**src/rtl/ps2_key_decoder.sv**
```systemverilog
// ps2_key_decoder: raw PS/2 lines -> 11-bit toggle-style ps2_key event word
//
// Ports:
//   clk_sys   in   1  system clock, rising edge
//   reset     in   1  synchronous active-high reset
//   ps2_clk   in   1  raw PS/2 clock (async, idle high)
//   ps2_data  in   1  raw PS/2 data  (async, idle high)
//   ps2_key   out 11  {toggle, pressed, extended, scan[7:0]}
//   frame_err out  1  one-cycle pulse on a rejected or abandoned frame
//
// Optional: define PS2_TIMEOUT_EN to build the partial-frame watchdog.
module ps2_key_decoder #(
  parameter int FILTER_LEN     = 8,
  parameter int TIMEOUT_CYCLES = 48000
) (
  input  logic        clk_sys,
  input  logic        reset,
  input  logic        ps2_clk,
  input  logic        ps2_data,
  output logic [10:0] ps2_key,
  output logic        frame_err
);
  localparam int FW = $clog2(FILTER_LEN) + 1;
  typedef enum logic [1:0] {IDLE, DATA, PARITY, STOP} state_t;
  // index 1 = clock line, index 0 = data line
  logic [1:0]         s1_q, s2_q, filt_q;
  logic [1:0][FW-1:0] cnt_q;
  logic               fprev_q;
  state_t             state_q, state_d;
  logic [2:0]         bcnt_q, bcnt_d, skip_q, skip_d;
  logic [7:0]         sh_q, sh_d;
  logic               par_q, par_d, ext_q, ext_d, brk_q, brk_d, err_q, err_d;
  logic [10:0]        key_q, key_d;
  logic               fall, bit_in, ok, bad, noise;
  always_ff @(posedge clk_sys) begin
    if (reset) begin
      s1_q    <= '1;
      s2_q    <= '1;
      filt_q  <= '1;
      fprev_q <= 1'b1;
      cnt_q   <= '0;
    end else begin
      s1_q    <= {ps2_clk, ps2_data};
      s2_q    <= s1_q;
      fprev_q <= filt_q[1];
      // run-length filter: flip only on the FILTER_LEN-th consecutive differing sample
      for (int i = 0; i < 2; i++) begin
        if (s2_q[i] == filt_q[i]) cnt_q[i] <= '0;
        else if (cnt_q[i] == FW'(FILTER_LEN - 1)) begin
          cnt_q[i]  <= '0;
          filt_q[i] <= s2_q[i];
        end else cnt_q[i] <= cnt_q[i] + 1'b1;
      end
    end
  end
  assign fall   = fprev_q & ~filt_q[1];
  assign bit_in = filt_q[0];
  assign noise  = sh_q inside {8'h00, 8'hAA, 8'hEE, 8'hFA, 8'hFE, 8'hFF};
`ifdef PS2_TIMEOUT_EN
  logic [15:0] to_q, to_d;
  always_ff @(posedge clk_sys) to_q <= reset ? '0 : to_d;
`else
  logic unused_timeout;
  assign unused_timeout = TIMEOUT_CYCLES != 0;
`endif
  always_comb begin
    state_d = state_q;
    bcnt_d  = bcnt_q;
    sh_d    = sh_q;
    par_d   = par_q;
    ext_d   = ext_q;
    brk_d   = brk_q;
    skip_d  = skip_q;
    key_d   = key_q;
    err_d   = 1'b0;
    ok      = 1'b0;
    bad     = 1'b0;
    if (fall) begin
      case (state_q)
        IDLE: begin
          state_d = bit_in ? IDLE : DATA;
          bcnt_d  = '0;
        end
        DATA: begin
          sh_d    = {bit_in, sh_q[7:1]};
          bcnt_d  = bcnt_q + 3'd1;
          state_d = (bcnt_q == 3'd7) ? PARITY : DATA;
        end
        PARITY: begin
          par_d   = bit_in;
          state_d = STOP;
        end
        default: begin
          state_d = IDLE;
          ok      = bit_in & (^{sh_q, par_q});
          bad     = ~ok;
        end
      endcase
    end
`ifdef PS2_TIMEOUT_EN
    to_d = (state_q == IDLE || fall) ? '0 : to_q + 16'd1;
    if (state_q != IDLE && to_q == 16'(TIMEOUT_CYCLES)) begin
      state_d = IDLE;
      bad     = 1'b1;
      ok      = 1'b0;
      to_d    = '0;
    end
`endif
    if (bad) begin
      err_d  = 1'b1;
      ext_d  = 1'b0;
      brk_d  = 1'b0;
      skip_d = '0;
    end else if (ok) begin
      if (skip_q != 3'd0) skip_d = skip_q - 3'd1;
      else if (sh_q == 8'hE1) skip_d = 3'd7;
      else if (sh_q == 8'hE0) ext_d = 1'b1;
      else if (sh_q == 8'hF0) brk_d = 1'b1;
      else if (ext_q || brk_q || !noise) begin
        key_d = {~key_q[10], ~brk_q, ext_q, sh_q};
        ext_d = 1'b0;
        brk_d = 1'b0;
      end
    end
  end
  always_ff @(posedge clk_sys) begin
    if (reset) begin
      state_q <= IDLE;
      bcnt_q  <= '0;
      sh_q    <= '0;
      par_q   <= 1'b0;
      ext_q   <= 1'b0;
      brk_q   <= 1'b0;
      skip_q  <= '0;
      key_q   <= '0;
      err_q   <= 1'b0;
    end else begin
      state_q <= state_d;
      bcnt_q  <= bcnt_d;
      sh_q    <= sh_d;
      par_q   <= par_d;
      ext_q   <= ext_d;
      brk_q   <= brk_d;
      skip_q  <= skip_d;
      key_q   <= key_d;
      err_q   <= err_d;
    end
  end
  assign ps2_key   = key_q;
  assign frame_err = err_q;
endmodule

```
**config.mk**
```make
export PLATFORM = sky130hd
export DESIGN_NAME = ps2_key_decoder
export DESIGN_NICKNAME = d
export VERILOG_FILES = /design/src/rtl/ps2_key_decoder.sv
export SDC_FILE = /design/constraint.sdc
export NUM_CORES = 1
export LEC_CHECK = 0
export ABC_AREA = 1
export ABC_CLOCK_PERIOD_IN_PS = 4750
export BUFFER_PORTS_ARGS = -buffer_cell sky130_fd_sc_hd__buf_2
export CAP_MARGIN = 20
export CORE_UTILIZATION = 35
export DETAILED_ROUTE_END_ITERATION = 6
export GPL_TIMING_DRIVEN = 0
export PLACE_DENSITY_LB_ADDON = 0.05
export SLEW_MARGIN = 15
export SYNTH_ARGS = -nofsm -noshare
export SYNTH_HDL_FRONTEND = slang
export SYNTH_SLANG_ARGS = --single-unit
```
**constraint.sdc**
```tcl
create_clock -name clk_sys -period 4.75 [get_ports clk_sys]
set_clock_uncertainty 0.1 [all_clocks]
set_input_delay 0.95 -clock clk_sys [delete_from_list [all_inputs] [get_ports clk_sys]]
set_output_delay 0.95 -clock clk_sys [all_outputs]
set_load 0.05 [all_outputs]
```
## Word-level counts from Yosys, hierarchy flattened

Index checks and enable logic that the tools add are counted.

- Bits in registers: 46
- Word-level logic and storage cells: 89

- $add $sub $neg: 4
- Equal/unequal tests: 16
- Muxes and demuxes: 15
- Bitwise logic cells: 13
- Reduce and logical (&&, ||, !) cells: 25

Operator list:

| kind | count |
|---|---|
| equality test 8 bit, second input constant | 8 |
| AND reduction 2 bit | 6 |
| inverter 1 bit | 11 |
| two-way mux 1 bit | 10 |
| AND reduction 5 bit | 2 |
| OR reduction 3 bit | 3 |
| XOR reduction 9 bit | 1 |
| adder 4 x 1 -> 4 bit, second input constant | 2 |
| equality test 4 x 3 -> 1 bit, second input constant | 2 |
| zero test 8 bit | 1 |
| nonzero test 2 bit | 4 |
| AND reduction 7 bit | 1 |
| two-way mux 3 bit | 2 |
| one-hot mux 2 bit (3 select lines) | 1 |
| one-hot mux 3 bit (2 select lines) | 1 |
| nonzero test 6 bit | 1 |
| adder 3 x 1 -> 3 bit, second input constant | 1 |
| equality test 3 bit, second input constant | 1 |
| nonzero test 3 bit | 1 |
| subtractor 3 x 1 -> 3 bit, second input constant | 1 |
| AND 1 bit | 2 |
| equality test 1 bit | 2 |
| equality test 2 x 1 -> 1 bit, second input constant | 1 |
| equality test 2 bit, second input constant | 1 |
| 6 further kinds | 7 |

## Logic depth before layout (Yosys ltp)

- Word-level depth: 7
- Depth in mapped cells: 14
- Gate-level depth less buffers: 14

## Worst setup path before layout

Ideal clock, no wire load.

- Path type: input to register
- Start: input port reset
- End: register cnt_q[6] (netlist bit)
- Setup time: 80 ps
- Arrival time: 1519 ps
- Data required time: 4570 ps
- Path slack: 3051 ps
- Stages: 4
- Buffers on the path: 0
- Cells stage by stage: inv_1 > o21ai_0 > a211o_1 > nor3b_1

- Longest elaborated chain between the ends: 1

RTL lines:

| what | RTL line | text |
|---|---|---|
| start, declared | 17 | `input logic reset,` |
| OR reduction 3 bit (no line) | n/a |  |
| end signal, assigned by index | 52 | `end else cnt_q[i] <= cnt_q[i] + 1'b1;` |
| end, declared | 27 | `logic [1:0][FW-1:0] cnt_q;` |

No other way between the ends.
A chain may end at the register's enable or synchronous reset.

## Final worst setup path

- Start: register key_q[10] (netlist: ps2_key[10])
- End: output port ps2_key[10]

RTL lines:

| what | RTL line | text |
|---|---|---|
| start, declared | 33 | `logic [10:0] key_q, key_d;` |
| start signal, assigned | 145 | `key_q <= key_d;` |
| end, declared | 20 | `output logic [10:0] ps2_key,` |

No word-level cell between the ends.

==> flow_metrics.py <==
metrics = {
    "drt": {
        "dr_total_vias": 1813,
        "drc": 0,
        "dr.pass1.iters": 4,
        "wirelength_mm": 4.11,
        "wl_per_cell_um": 10.3,
        "viasPerCell": 4.54,
        "antenna_left": 0,
        "drt-initial-drc-count": 47,
    },
    "worst_hold_path": {
        "worstHoldStart": "s1_q[1]",
        "holdPathEnd": "s2_q[1]",
        "hold_depth": 1,
        "hold_path.class": "register to register",
    },
    "power_and_ir_drop": {
        "power_density_nw_per_um2": 284,
        "p_leak_nw": 1.07,
        "peakVddDrop_mv": 0.160,
    },
    "setup_path": {
        "crit_path_cell_trace": "buf_2",
        "cp.arrival_ns": 0.92,
        "slowest_stage": "dfxtp_1",
        "r2r_end": "sh_q[7]",
        "worstPathMaxFanout": 3,
        "crit_type": "register to output port",
        "start_kind": "register",
        "crit_path_end_kind": "output port",
        "r2r_cells": 8,
        "cp_num_buf_inv": 1,
        "cp.required_ns": 3.70,
        "max_stage_delay_ns": 0.35,
        "critPathTopFamily": "flip-flops",
        "r2r_start": "filt_q[1]",
        "rrSetupSlack_ns": 2.84,
    },
    "outcome": {
        "status": "finished clean",
    },
    "logic_synthesis": {
        "synth_nets": 311,
        "ys_seq_elements": 46,
        "syn_inst": 301,
        "synth_most_common_cell": "nand2_1",
        "ys_top_cells_by_count": "nand2_1 (85), nor2_1 (50), dfxtp_1 (46), inv_1 (27), a21oi_1 (17)",
        "yosysTopAreaCell": "dfxtp_1",
        "synth_area_leaders": "dfxtp_1 (43%), nand2_1 (15%), nor2_1 (8.7%)",
        "seq_area_frac_synth": 0.429,
        "synth_edf_count": 0,
        "synthArstFlopShare": 0,
        "syn_area_per_cell_um2": 7.14,
        "synth_cell_types": 31,
        "yosysWarnings": 0,
        "ys.flop_type": "dfxtp_1",
        "syn_area_um2": 2150,
        "synth.top_cell.area_share": 0.429,
    },
    "sta": {
        "timing.fmax_mhz": 509,
        "slew_violations": 0,
        "fin_crit_sh": 0.414,
        "max_slew_margin": 0.649,
        "tightest_slew_ns": 0.524,
        "finalHoldViolCount": 0,
        "grt_setup_unrepaired": "false",
        "fin_crit_ns": 1.97,
        "fin_setup_tns_ns": 0,
        "setup-violations-final": 0,
    },
    "clocking": {
        "clock_sinks": 46,
        "clock_latency_ns": 0.30,
        "cts_buffers": 5,
        "cts_buffer_depth": 2,
        "clk_pin_slew_ns": 0.08,
        "cts_tree": "done",
        "hold_buffers": 0,
        "root_buffer": "clkbuf_8",
        "cts.htree.levels": 2,
        "cts_setup_buffers": 0,
        "cts_resized": 0,
    },
    "final_layout": {
        "syn_to_final_growth_pct": 12.9,
        "drive_gt1_frac": 0.160,
        "post-route-util": 0.410,
        "multi_input_area_um2": 1070,
        "diodes": 0,
        "nFillCells": 642,
        "fin_nets": 333,
        "ff_latch_area_um2": 921,
    },
    "grt": {
        "grt_pass1_vias": 1688,
        "antenna_found_initial": 0,
        "grt_start_max_net_pins": 15,
        "busiest_layer": "met2",
        "overflow": 0,
        "grt_usage": 0.150,
        "use_met3": 0.0273,
        "met2_usage": 0.255,
        "grt_use_met1": 0.181,
        "grt_pass1_wl_mm": 7.45,
    },
    "flow_run": {
        "cap_violations": 0,
    },
    "placed_design": {
        "place_hpwl_mm": 3.09,
        "place_congestion": 0.765,
        "numPortBuffers": 15,
    },
    "floorplanning": {
        "initial_core_util": 0.363,
        "rows": 28,
        "die_area_um2": 6460,
        "design.core.area_um2": 5920,
        "fp.dieH_um": 80.3,
        "chipWidth_um": 80.3,
        "io_pins": 16,
    },
}
-- cell usage in the layout (no fill, tap or decap), types with 2 or more instances in the layout --
cell / synthesis / final
nand2_1: 85 / 85
nor2_1: 50 / 50
dfxtp_1: 46 / 46
inv_1: 27 / 27
a21oi_1: 17 / 17
buf_2: 2 / 17
nand3_1: 12 / 12
o21ai_0: 11 / 11
inv_2: 7 / 7
nand2_2: 6 / 6
ha_1: 6 / 6
or2_2: 5 / 5
clkbuf_8: 0 / 5
clkbuf_1: 3 / 3
nor3_1: 2 / 2
nor2_2: 2 / 2
nand3_2: 2 / 2
o211ai_1: 2 / 2
nor3b_1: 2 / 2
xor2_1: 2 / 2
clkinv_2: 0 / 2
-- power by group --
| part | internal [W] | switching (W) |
|---|---|---|
| Combinational | 0.00000434 | 0.00000827 |
| Clock | 0.000155 | 0.000133 |
| Sequential | 0.000387 | 0.000000903 |
| Total | 0.000547 | 0.000142 |
-- registers in the layout, summed over array words and instances, names as in the netlist --
signal	count
ps2_key	11
filt_q	2
fprev_q	1
bcnt_q	3
par_q	1
brk_q	1
skip_q	3
sh_q	8
ext_q	1
s1_q	2
cnt_q	8
frame_err	1
state_q	2
s2_q	2
-- per-stage QoR --
stage	worst slack, ns	power, W	area, µm²	cells	hold slack [ns]
2_1_floorplan	3.05	0.000405	2150	301	0.289
3_3_place_gp	2.67	0.000410	2320	391	0.292
3_5_place_dp	2.66	0.000410	2320	391	0.294
4_1_cts	2.76	0.000703	2430	399	0.316
5_1_grt	2.60	0.000720	2430	399	0.322
6_report	2.78	0.000689	2430	399	0.313
-- routing by layer --
metal	vias to the layer above	wire (µm)
met5	-	0
met4	0	65
met3	5	95
met2	21	1890
met1	800	2060
li1	987	-
-- worst max path at each step --
stage / startpoint / end / slack (ns) / depth (start not counted)
floorplan: reset / cnt_q[6] / 3.05 / 4
global placement: reset / sh_q[1] / 2.67 / 5
detailed placement: reset / sh_q[6] / 2.66 / 5
CTS: ps2_key[10] / ps2_key[10] / 2.76 / 1
global route: filt_q[1] / sh_q[7] / 2.60 / 8
finish: ps2_key[10] / ps2_key[10] / 2.78 / 1
-- worst register-to-register path, cell delays in order (launching register included) --
cell	delay, ns
dfxtp_1	0.34
inv_2	0.07
nand2_1	0.10
nor2_1	0.17
inv_1	0.09
nor2_1	0.42
buf_2	0.34
nand2_1	0.07
a21oi_1	0.14
-- cell families (layout without fill, tap and decap cells) --
logic type / count (synthesis) / count (layout) / synth area share
fa+ha+maj: 6 / 6 / 0.0349
xor+xnor: 3 / 3 / 0.0122
buf+inv: 40 / 63 / 0.0746
flops: 46 / 46 / 0.429
compound gates: 35 / 35 / 0.0914
simple gates: 171 / 171 / 0.358
-- area by class of cell --
type                    instances  share of cell area
well taps                      75              0.0387
multi-input cells             215               0.440
plain buffers                   6              0.0134
inverters                      34              0.0526
clock buffers                   5              0.0284
clock inverters                 3              0.0165
repair buffers                 15              0.0309
flip-flops and latches         46               0.380
No activity file was read; power rests on OpenSTA's default activity.
